==> src/rtl/rect_plotter_pkg.sv <==
// Shared types and constants for the rectangle rasteriser: screen limits,
// FSM states, the queued command record and the basic palette.
package rect_pkg;

    localparam int SCREEN_W   = 160;
    localparam int SCREEN_H   = 120;
    localparam int COORD_W    = 8;
    localparam int COLOUR_W   = 3;
    localparam int FIFO_DEPTH = 2;

    typedef enum logic [1:0] {
        IDLE,
        LOAD,
        DRAW,
        FINISH
    } state_t;

    typedef struct packed {
        logic [COORD_W-1:0]  x;
        logic [COORD_W-1:0]  y;
        logic [COORD_W-1:0]  w;
        logic [COORD_W-1:0]  h;
        logic [COLOUR_W-1:0] colour;
    } rect_cmd_t;

    localparam logic [COLOUR_W-1:0] BLACK = 3'b000;
    localparam logic [COLOUR_W-1:0] WHITE = 3'b111;
    localparam logic [COLOUR_W-1:0] GREEN = 3'b010;
    localparam logic [COLOUR_W-1:0] RED   = 3'b100;

endpackage

==> src/rtl/rect_plotter_if.sv <==
// Rectangle command channel: valid/ready handshake plus the command fields.
interface rect_plotter_if;

    logic                             cmd_valid;
    logic                             cmd_ready;
    logic [rect_pkg::COORD_W-1:0]     cmd_x;
    logic [rect_pkg::COORD_W-1:0]     cmd_y;
    logic [rect_pkg::COORD_W-1:0]     cmd_w;
    logic [rect_pkg::COORD_W-1:0]     cmd_h;
    logic [rect_pkg::COLOUR_W-1:0]    cmd_colour;

    modport master (
        output cmd_valid, cmd_x, cmd_y, cmd_w, cmd_h, cmd_colour,
        input  cmd_ready
    );

    modport slave (
        input  cmd_valid, cmd_x, cmd_y, cmd_w, cmd_h, cmd_colour,
        output cmd_ready
    );

endinterface

==> src/rtl/rect_plotter_cmd_fifo.sv <==
// Small synchronous command queue; full/empty come straight from the
// registered occupancy count so the producer sees no same-cycle pop path.
module cmd_fifo
    import rect_pkg::*;
#(
    parameter int DEPTH = FIFO_DEPTH
) (
    input  logic      clock,
    input  logic      resetn,
    input  logic      push,
    input  logic      pop,
    input  rect_cmd_t din,
    output rect_cmd_t dout,
    output logic      full,
    output logic      empty
);

    localparam int AW = $clog2(DEPTH);

    rect_cmd_t       mem [DEPTH];
    logic [AW-1:0]   wr_ptr;
    logic [AW-1:0]   rd_ptr;
    logic [AW:0]     count;
    logic            do_push;
    logic            do_pop;

    assign full    = (count == (AW+1)'(DEPTH));
    assign empty   = (count == '0);
    assign do_push = push && !full;
    assign do_pop  = pop && !empty;
    assign dout    = mem[rd_ptr];

    always_ff @(posedge clock) begin
        if (do_push) begin
            mem[wr_ptr] <= din;
        end
    end

    always_ff @(posedge clock) begin
        if (!resetn) begin
            wr_ptr <= '0;
            rd_ptr <= '0;
            count  <= '0;
        end else begin
            if (do_push) wr_ptr <= wr_ptr + AW'(1);
            if (do_pop)  rd_ptr <= rd_ptr + AW'(1);
            case ({do_push, do_pop})
                2'b10:   count <= count + (AW+1)'(1);
                2'b01:   count <= count - (AW+1)'(1);
                default: ;
            endcase
        end
    end

endmodule

==> src/rtl/rect_plotter.sv <==
// Rectangle rasteriser: queues draw commands and streams one clipped pixel
// write per clock in row-major order towards the VGA adapter.
//
// state  | meaning
// IDLE   | waiting for a queued command; pops the head when one exists
// LOAD   | clip bounds computed; first pixel position registered
// DRAW   | plot asserted, walking columns then rows
// FINISH | one-cycle done pulse
module rect_plotter
    import rect_pkg::*;
#(
    parameter int SCREEN_W = rect_pkg::SCREEN_W,
    parameter int SCREEN_H = rect_pkg::SCREEN_H
) (
    input  logic                clock,
    input  logic                resetn,
    rect_plotter_if.slave       cmd_if,
    output logic [COORD_W-1:0]  x,
    output logic [COORD_W-1:0]  y,
    output logic [COLOUR_W-1:0] colour,
    output logic                plot,
    output logic                busy,
    output logic                done
);

    localparam logic [COORD_W:0] X_LIM = (COORD_W+1)'(SCREEN_W);
    localparam logic [COORD_W:0] Y_LIM = (COORD_W+1)'(SCREEN_H);

    rect_cmd_t           cmd_in;
    rect_cmd_t           head;
    rect_cmd_t           work;
    logic                fifo_full;
    logic                fifo_empty;
    logic                pop;
    state_t              state;
    state_t              state_nxt;
    logic [COORD_W-1:0]  cur_x;
    logic [COORD_W-1:0]  cur_y;
    logic [COLOUR_W-1:0] colour_q;
    logic [COORD_W:0]    x_end;
    logic [COORD_W:0]    y_end;
    logic [COORD_W:0]    x_sum;
    logic [COORD_W:0]    y_sum;
    logic [COORD_W:0]    x_end_c;
    logic [COORD_W:0]    y_end_c;
    logic [COORD_W:0]    x_inc;
    logic [COORD_W:0]    y_inc;
    logic                empty_cmd;
    logic                last_col;
    logic                last_row;

    assign cmd_in = '{x: cmd_if.cmd_x, y: cmd_if.cmd_y, w: cmd_if.cmd_w,
                      h: cmd_if.cmd_h, colour: cmd_if.cmd_colour};
    assign cmd_if.cmd_ready = !fifo_full;

    cmd_fifo #(.DEPTH(FIFO_DEPTH)) u_fifo (
        .clock  (clock),
        .resetn (resetn),
        .push   (cmd_if.cmd_valid),
        .pop    (pop),
        .din    (cmd_in),
        .dout   (head),
        .full   (fifo_full),
        .empty  (fifo_empty)
    );

    // Bounds are one bit wider than the coordinates so x+w never wraps.
    always_comb begin
        x_sum     = {1'b0, work.x} + {1'b0, work.w};
        y_sum     = {1'b0, work.y} + {1'b0, work.h};
        x_end_c   = (x_sum > X_LIM) ? X_LIM : x_sum;
        y_end_c   = (y_sum > Y_LIM) ? Y_LIM : y_sum;
        empty_cmd = (work.w == '0) || (work.h == '0) ||
                    ({1'b0, work.x} >= X_LIM) || ({1'b0, work.y} >= Y_LIM);
        x_inc     = {1'b0, cur_x} + (COORD_W+1)'(1);
        y_inc     = {1'b0, cur_y} + (COORD_W+1)'(1);
        last_col  = (x_inc == x_end);
        last_row  = (y_inc == y_end);
    end

    always_comb begin
        state_nxt = state;
        pop       = 1'b0;
        case (state)
            IDLE: begin
                if (!fifo_empty) begin
                    pop       = 1'b1;
                    state_nxt = LOAD;
                end
            end
            LOAD:    state_nxt = empty_cmd ? FINISH : DRAW;
            DRAW:    if (last_col && last_row) state_nxt = FINISH;
            FINISH:  state_nxt = IDLE;
            default: state_nxt = IDLE;
        endcase
    end

    always_ff @(posedge clock) begin
        if (!resetn) begin
            state    <= IDLE;
            work     <= '0;
            cur_x    <= '0;
            cur_y    <= '0;
            colour_q <= '0;
            x_end    <= '0;
            y_end    <= '0;
        end else begin
            state <= state_nxt;
            case (state)
                IDLE: if (pop) work <= head;
                LOAD: begin
                    x_end <= x_end_c;
                    y_end <= y_end_c;
                    if (!empty_cmd) begin
                        cur_x    <= work.x;
                        cur_y    <= work.y;
                        colour_q <= work.colour;
                    end
                end
                DRAW: begin
                    if (!last_col) begin
                        cur_x <= x_inc[COORD_W-1:0];
                    end else if (!last_row) begin
                        cur_x <= work.x;
                        cur_y <= y_inc[COORD_W-1:0];
                    end
                end
                default: ;
            endcase
        end
    end

    assign x      = cur_x;
    assign y      = cur_y;
    assign colour = colour_q;
    assign plot   = (state == DRAW);
    assign done   = (state == FINISH);
    assign busy   = !fifo_empty || (state != IDLE);

endmodule
==> src/flat_wrapper.sv <==
// flat-port wrapper written by rule: the top's interface ports become plain ports
module rect_plotter_flat import rect_pkg::*;
#(
    parameter int SCREEN_W = rect_pkg::SCREEN_W,
    parameter int SCREEN_H = rect_pkg::SCREEN_H
)
  (clock, resetn, x, y, colour, plot, busy, done, cmd_if_cmd_valid, cmd_if_cmd_x, cmd_if_cmd_y, cmd_if_cmd_w, cmd_if_cmd_h, cmd_if_cmd_colour, cmd_if_cmd_ready);
  rect_plotter_if cmd_if_i ();
  input  logic clock;
  input  logic resetn;
  output logic [COORD_W-1:0] x;
  output logic [COORD_W-1:0] y;
  output logic [COLOUR_W-1:0] colour;
  output logic plot;
  output logic busy;
  output logic done;
  input wire logic [$bits(cmd_if_i.cmd_valid)-1:0] cmd_if_cmd_valid;
  input wire logic [$bits(cmd_if_i.cmd_x)-1:0] cmd_if_cmd_x;
  input wire logic [$bits(cmd_if_i.cmd_y)-1:0] cmd_if_cmd_y;
  input wire logic [$bits(cmd_if_i.cmd_w)-1:0] cmd_if_cmd_w;
  input wire logic [$bits(cmd_if_i.cmd_h)-1:0] cmd_if_cmd_h;
  input wire logic [$bits(cmd_if_i.cmd_colour)-1:0] cmd_if_cmd_colour;
  output wire logic [$bits(cmd_if_i.cmd_ready)-1:0] cmd_if_cmd_ready;
  assign cmd_if_i.cmd_valid = cmd_if_cmd_valid;
  assign cmd_if_i.cmd_x = cmd_if_cmd_x;
  assign cmd_if_i.cmd_y = cmd_if_cmd_y;
  assign cmd_if_i.cmd_w = cmd_if_cmd_w;
  assign cmd_if_i.cmd_h = cmd_if_cmd_h;
  assign cmd_if_i.cmd_colour = cmd_if_cmd_colour;
  assign cmd_if_cmd_ready = cmd_if_i.cmd_ready;
  rect_plotter #(.SCREEN_W(SCREEN_W), .SCREEN_H(SCREEN_H)) u_core (.clock(clock), .resetn(resetn), .cmd_if(cmd_if_i), .x(x), .y(y), .colour(colour), .plot(plot), .busy(busy), .done(done));
endmodule
==> config.mk <==
export PLATFORM = sky130hd
export DESIGN_NAME = rect_plotter_flat
export DESIGN_NICKNAME = d
export VERILOG_FILES = /design/src/rtl/rect_plotter_pkg.sv /design/src/rtl/rect_plotter_if.sv /design/src/rtl/rect_plotter_cmd_fifo.sv /design/src/rtl/rect_plotter.sv /design/src/flat_wrapper.sv
export SDC_FILE = /design/constraint.sdc
export NUM_CORES = 1
export LEC_CHECK = 0
export ABC_AREA = 1
export CAP_MARGIN = 25
export CORE_UTILIZATION = 50
export DETAILED_ROUTE_END_ITERATION = 7
export PLACE_DENSITY = 0.73
export SKIP_LAST_GASP = 1
export SYNTH_ARGS = -nofsm -noshare
export SYNTH_HDL_FRONTEND = slang
export SYNTH_SLANG_ARGS = --single-unit
export TNS_END_PERCENT = 20
==> constraint.sdc <==
create_clock -name clock -period 2.9 [get_ports clock]
set_clock_uncertainty 0.05 [all_clocks]
set_input_delay 0.435 -clock clock [delete_from_list [all_inputs] [get_ports clock]]
set_output_delay 0.435 -clock clock [all_outputs]
set_load 0.05 [all_outputs]
==> metrics.cfg <==
[cts]
ctsHoldBuffers=0
clock-sinks=148
cts_root_buffer=clkbuf_16
postCtsSetupRepairBufs=0
cts_buffers=17
cts_resized=0
clk_pin_slew_ns=0.06
clk-insertion-delay-late_ns=0.42
cts.htree.levels=4
cts_tree=built
cts_buffer_depth=2

[route]
drt-vias-per-instance=5.382
vias=5619
firstDrtPassIters=5
detail-route-antenna-nets=0
detail_route.wl_per_cell_um=14.74
drtIter0Drc=441
drc=0
routed_wl_mm=15.39

[logic_synthesis]
synth_nets=857
synth_ff_type=dfxtp_1
ys_warn_count=0
yosys.area_share.adder=0.04936
synth-compound-area-share=0.1317
syn_area_per_cell_um2=8.695
synth_edf_count=70
yosys.area_share.xor_xnor=0.01651
synth_cell_type_count=41
ys_async_sr_fraction=0
synth_simple_gate_area_frac=0.2159
synth.ff_latch_count=148
synth_area_um2=6895
synthMuxAreaShare=0
syn_inst=793
synth_top_family_by_area=simple AND/OR/NAND/NOR gates
seq_area_frac_synth=0.5313

[power_and_ir_drop]
power_frac_seq=0.345
internal-power_w=0.005638
swShare=0.4198
clkPwrFrac=0.233
max-vdd-ir-drop_uv=604.4
leakagePower_nw=3.326
p_sw_w=0.004079
comb_power_share=0.422
p_per_area_nw_per_um2=1173

[die]
initial_core_util=0.5166
coreArea_um2=13350
rows=42
die_y_um=119.4
die_area_um2=14260
die_w_um=119.4
io_pins=61

[setup_path]
cp-end-kind=output pin
path_class=flip-flop to output pin
critPathRequiredTime_ns=2.41
path_max_fanout=5
r2r-end=u_core.y[0]
cp-start-kind=flip-flop
r2r-start=u_core.x[0]
reg2reg_depth=13
ff2ff_setup_slack_ns=0.30
arrival_ns=2.13

[run_status]
status=completed

[timing]
period_share=0.9012
drv_slew=0
setup_viol=0
worst_slack_ns=0.2865
hold_violations=0
worstMarginPinSlew_ns=0.6561
fin_setup_tns_ns=0
rsz0062_at_grt=false
period_needed_ns=2.614
relSlewSlack=0.5620
fmax_mhz=382.6

[layout]
utilization=0.6206
syn_to_final_growth_pct=20.14
stdcell_area_um2=8284
drive_gt1_frac=0.07719
nets=919
n_antenna_cell=0

[placement]
port_buffers=60
pre_cts_slack_ns=0.3861
globalplace.congestion=0.9339
dp_hpwl_mm=10.59
place_area_um2=7679

[global_routing]
grt_max_degree=71
grt_pass1_vias=5390
grt_overflow_total=0
antenna_found_initial=0
grt_first_pass_wirelength_mm=25.98
grt_use_total=0.2340

[run]
drv_cap=0

[worst_hold_path]
hold_class=flip-flop to flip-flop
whs_endpoint=u_core.x_end[8]
hold_depth=2
hp-start=u_core.x_end[8]

==> flip-flops by register name, indices dropped and copies added (netlist names) <==
signal,count
u_core.u_fifo.mem,70
u_core.x,8
u_core.state,2
u_core.u_fifo.wr_ptr,1
u_core.y_end,9
u_core.work,35
u_core.colour,3
u_core.y,8
u_core.x_end,9
u_core.u_fifo.count,2
u_core.u_fifo.rd_ptr,1
==> placed cells by master (no fill, tap or decap), types with 5 or more instances in the layout <==
| cell | netlist | final |
|---|---|---|
| o22ai_1 | 5 | 5 |
| ha_1 | 24 | 24 |
| nor3_1 | 5 | 5 |
| a31oi_1 | 37 | 37 |
| clkdlybuf4s50_1 | 0 | 60 |
| clkbuf_16 | 0 | 17 |
| a21oi_1 | 31 | 31 |
| inv_1 | 63 | 63 |
| clkbuf_1 | 23 | 5 |
| nand2_1 | 205 | 205 |
| o21ai_0 | 67 | 67 |
| nand3_1 | 45 | 45 |
| dfxtp_1 | 78 | 78 |
| nor2_1 | 60 | 58 |
| nand4_1 | 5 | 5 |
| nand2_2 | 7 | 7 |
| xor2_1 | 10 | 10 |
| buf_4 | 2 | 10 |
| o21a_1 | 6 | 6 |
| edfxtp_1 | 70 | 70 |
==> routing by layer <==
metal,track usage,share of wire,wire length (um),vias up
met1,0.2924,0.44,6730,2615
met2,0.3943,0.49,7553,160
met5,0,0,0,-
met3,0.06034,0.057,873,23
met4,0.07656,0.015,228,0
li1,-,-,-,2821
==> final cells by class <==
cell class | count | area (um^2)
Tap cell | 176 | 220.2
Fill cell | 1178 | 5064
Sequential cell | 148 | 3664
Multi-Input combinational cell | 548 | 2856
Inverter | 70 | 262.8
Clock buffer | 22 | 444.2
Clock inverter | 10 | 161.4
Timing Repair Buffer | 70 | 675.6
==> power by group through the flow <==
stage	combinational, W	sequential [W]	clock [W]
finish	0.00410	0.00335	0.00227
global route	0.00459	0.00342	0.00241
CTS	0.00411	0.00334	0.00229
detailed placement	0.00405	0.00337	0
global placement	0.00394	0.00334	0
floorplan	0.00273	0.00357	0
==> logic make-up after synthesis <==
family,count (synthesis)
DFF,148
and+or+nand+nor,348
adders and majority gates,26
xor gates and xnor gates,13
buffers and inverters,97
AOI/OAI and AO/OA,161
==> cell usage after synthesis (5+ instances only) <==
cell type / instances / share of area
o21a_1: 6 / 0.0065
dfxtp_1: 78 / 0.23
nand2_2: 7 / 0.0064
clkbuf_1: 23 / 0.013
a31oi_1: 37 / 0.034
o22ai_1: 5 / 0.0045
a21oi_1: 31 / 0.023
ha_1: 24 / 0.044
inv_1: 63 / 0.034
nand3_1: 45 / 0.033
edfxtp_1: 70 / 0.30
nor3_1: 5 / 0.0036
nand4_1: 5 / 0.0045
nand2_1: 205 / 0.11
xor2_1: 10 / 0.013
o21ai_0: 67 / 0.049
nor2_1: 60 / 0.033
==> stage by stage <==
step                      std cells  power, W  hold WS (ns)
after floorplan                 793  0.006303        0.3783
after global placement         1012  0.007273        0.3904
after detailed placement       1012  0.007414        0.3931
after CTS                      1044  0.009738        0.4048
after global routing           1044   0.01041        0.4271
final                          1044  0.009717        0.4023
==> worst max-delay path by stage <==
stage	startpoint	end	slack [ns]	depth (start not counted)
after floorplan	u_core.u_fifo.count[0]	u_core.u_fifo.mem[0][0]	-0.09	4
after global placement	u_core.x[0]	u_core.y[5]	0.47	12
after detailed placement	u_core.x[0]	u_core.y[0]	0.39	13
after CTS	u_core.state[0]	busy	0.26	4
after global routing	u_core.x[0]	u_core.y[0]	0.006	15
final	u_core.state[0]	busy	0.29	4
==> worst max-delay path: stages (launching register included) <==
cell and delay, ns:
dfxtp_1 0.40, inv_1 0.11, ha_1 0.22, nand2_1 0.14, clkdlybuf4s50_1 0.83
(Power assumes the default switching activity.)
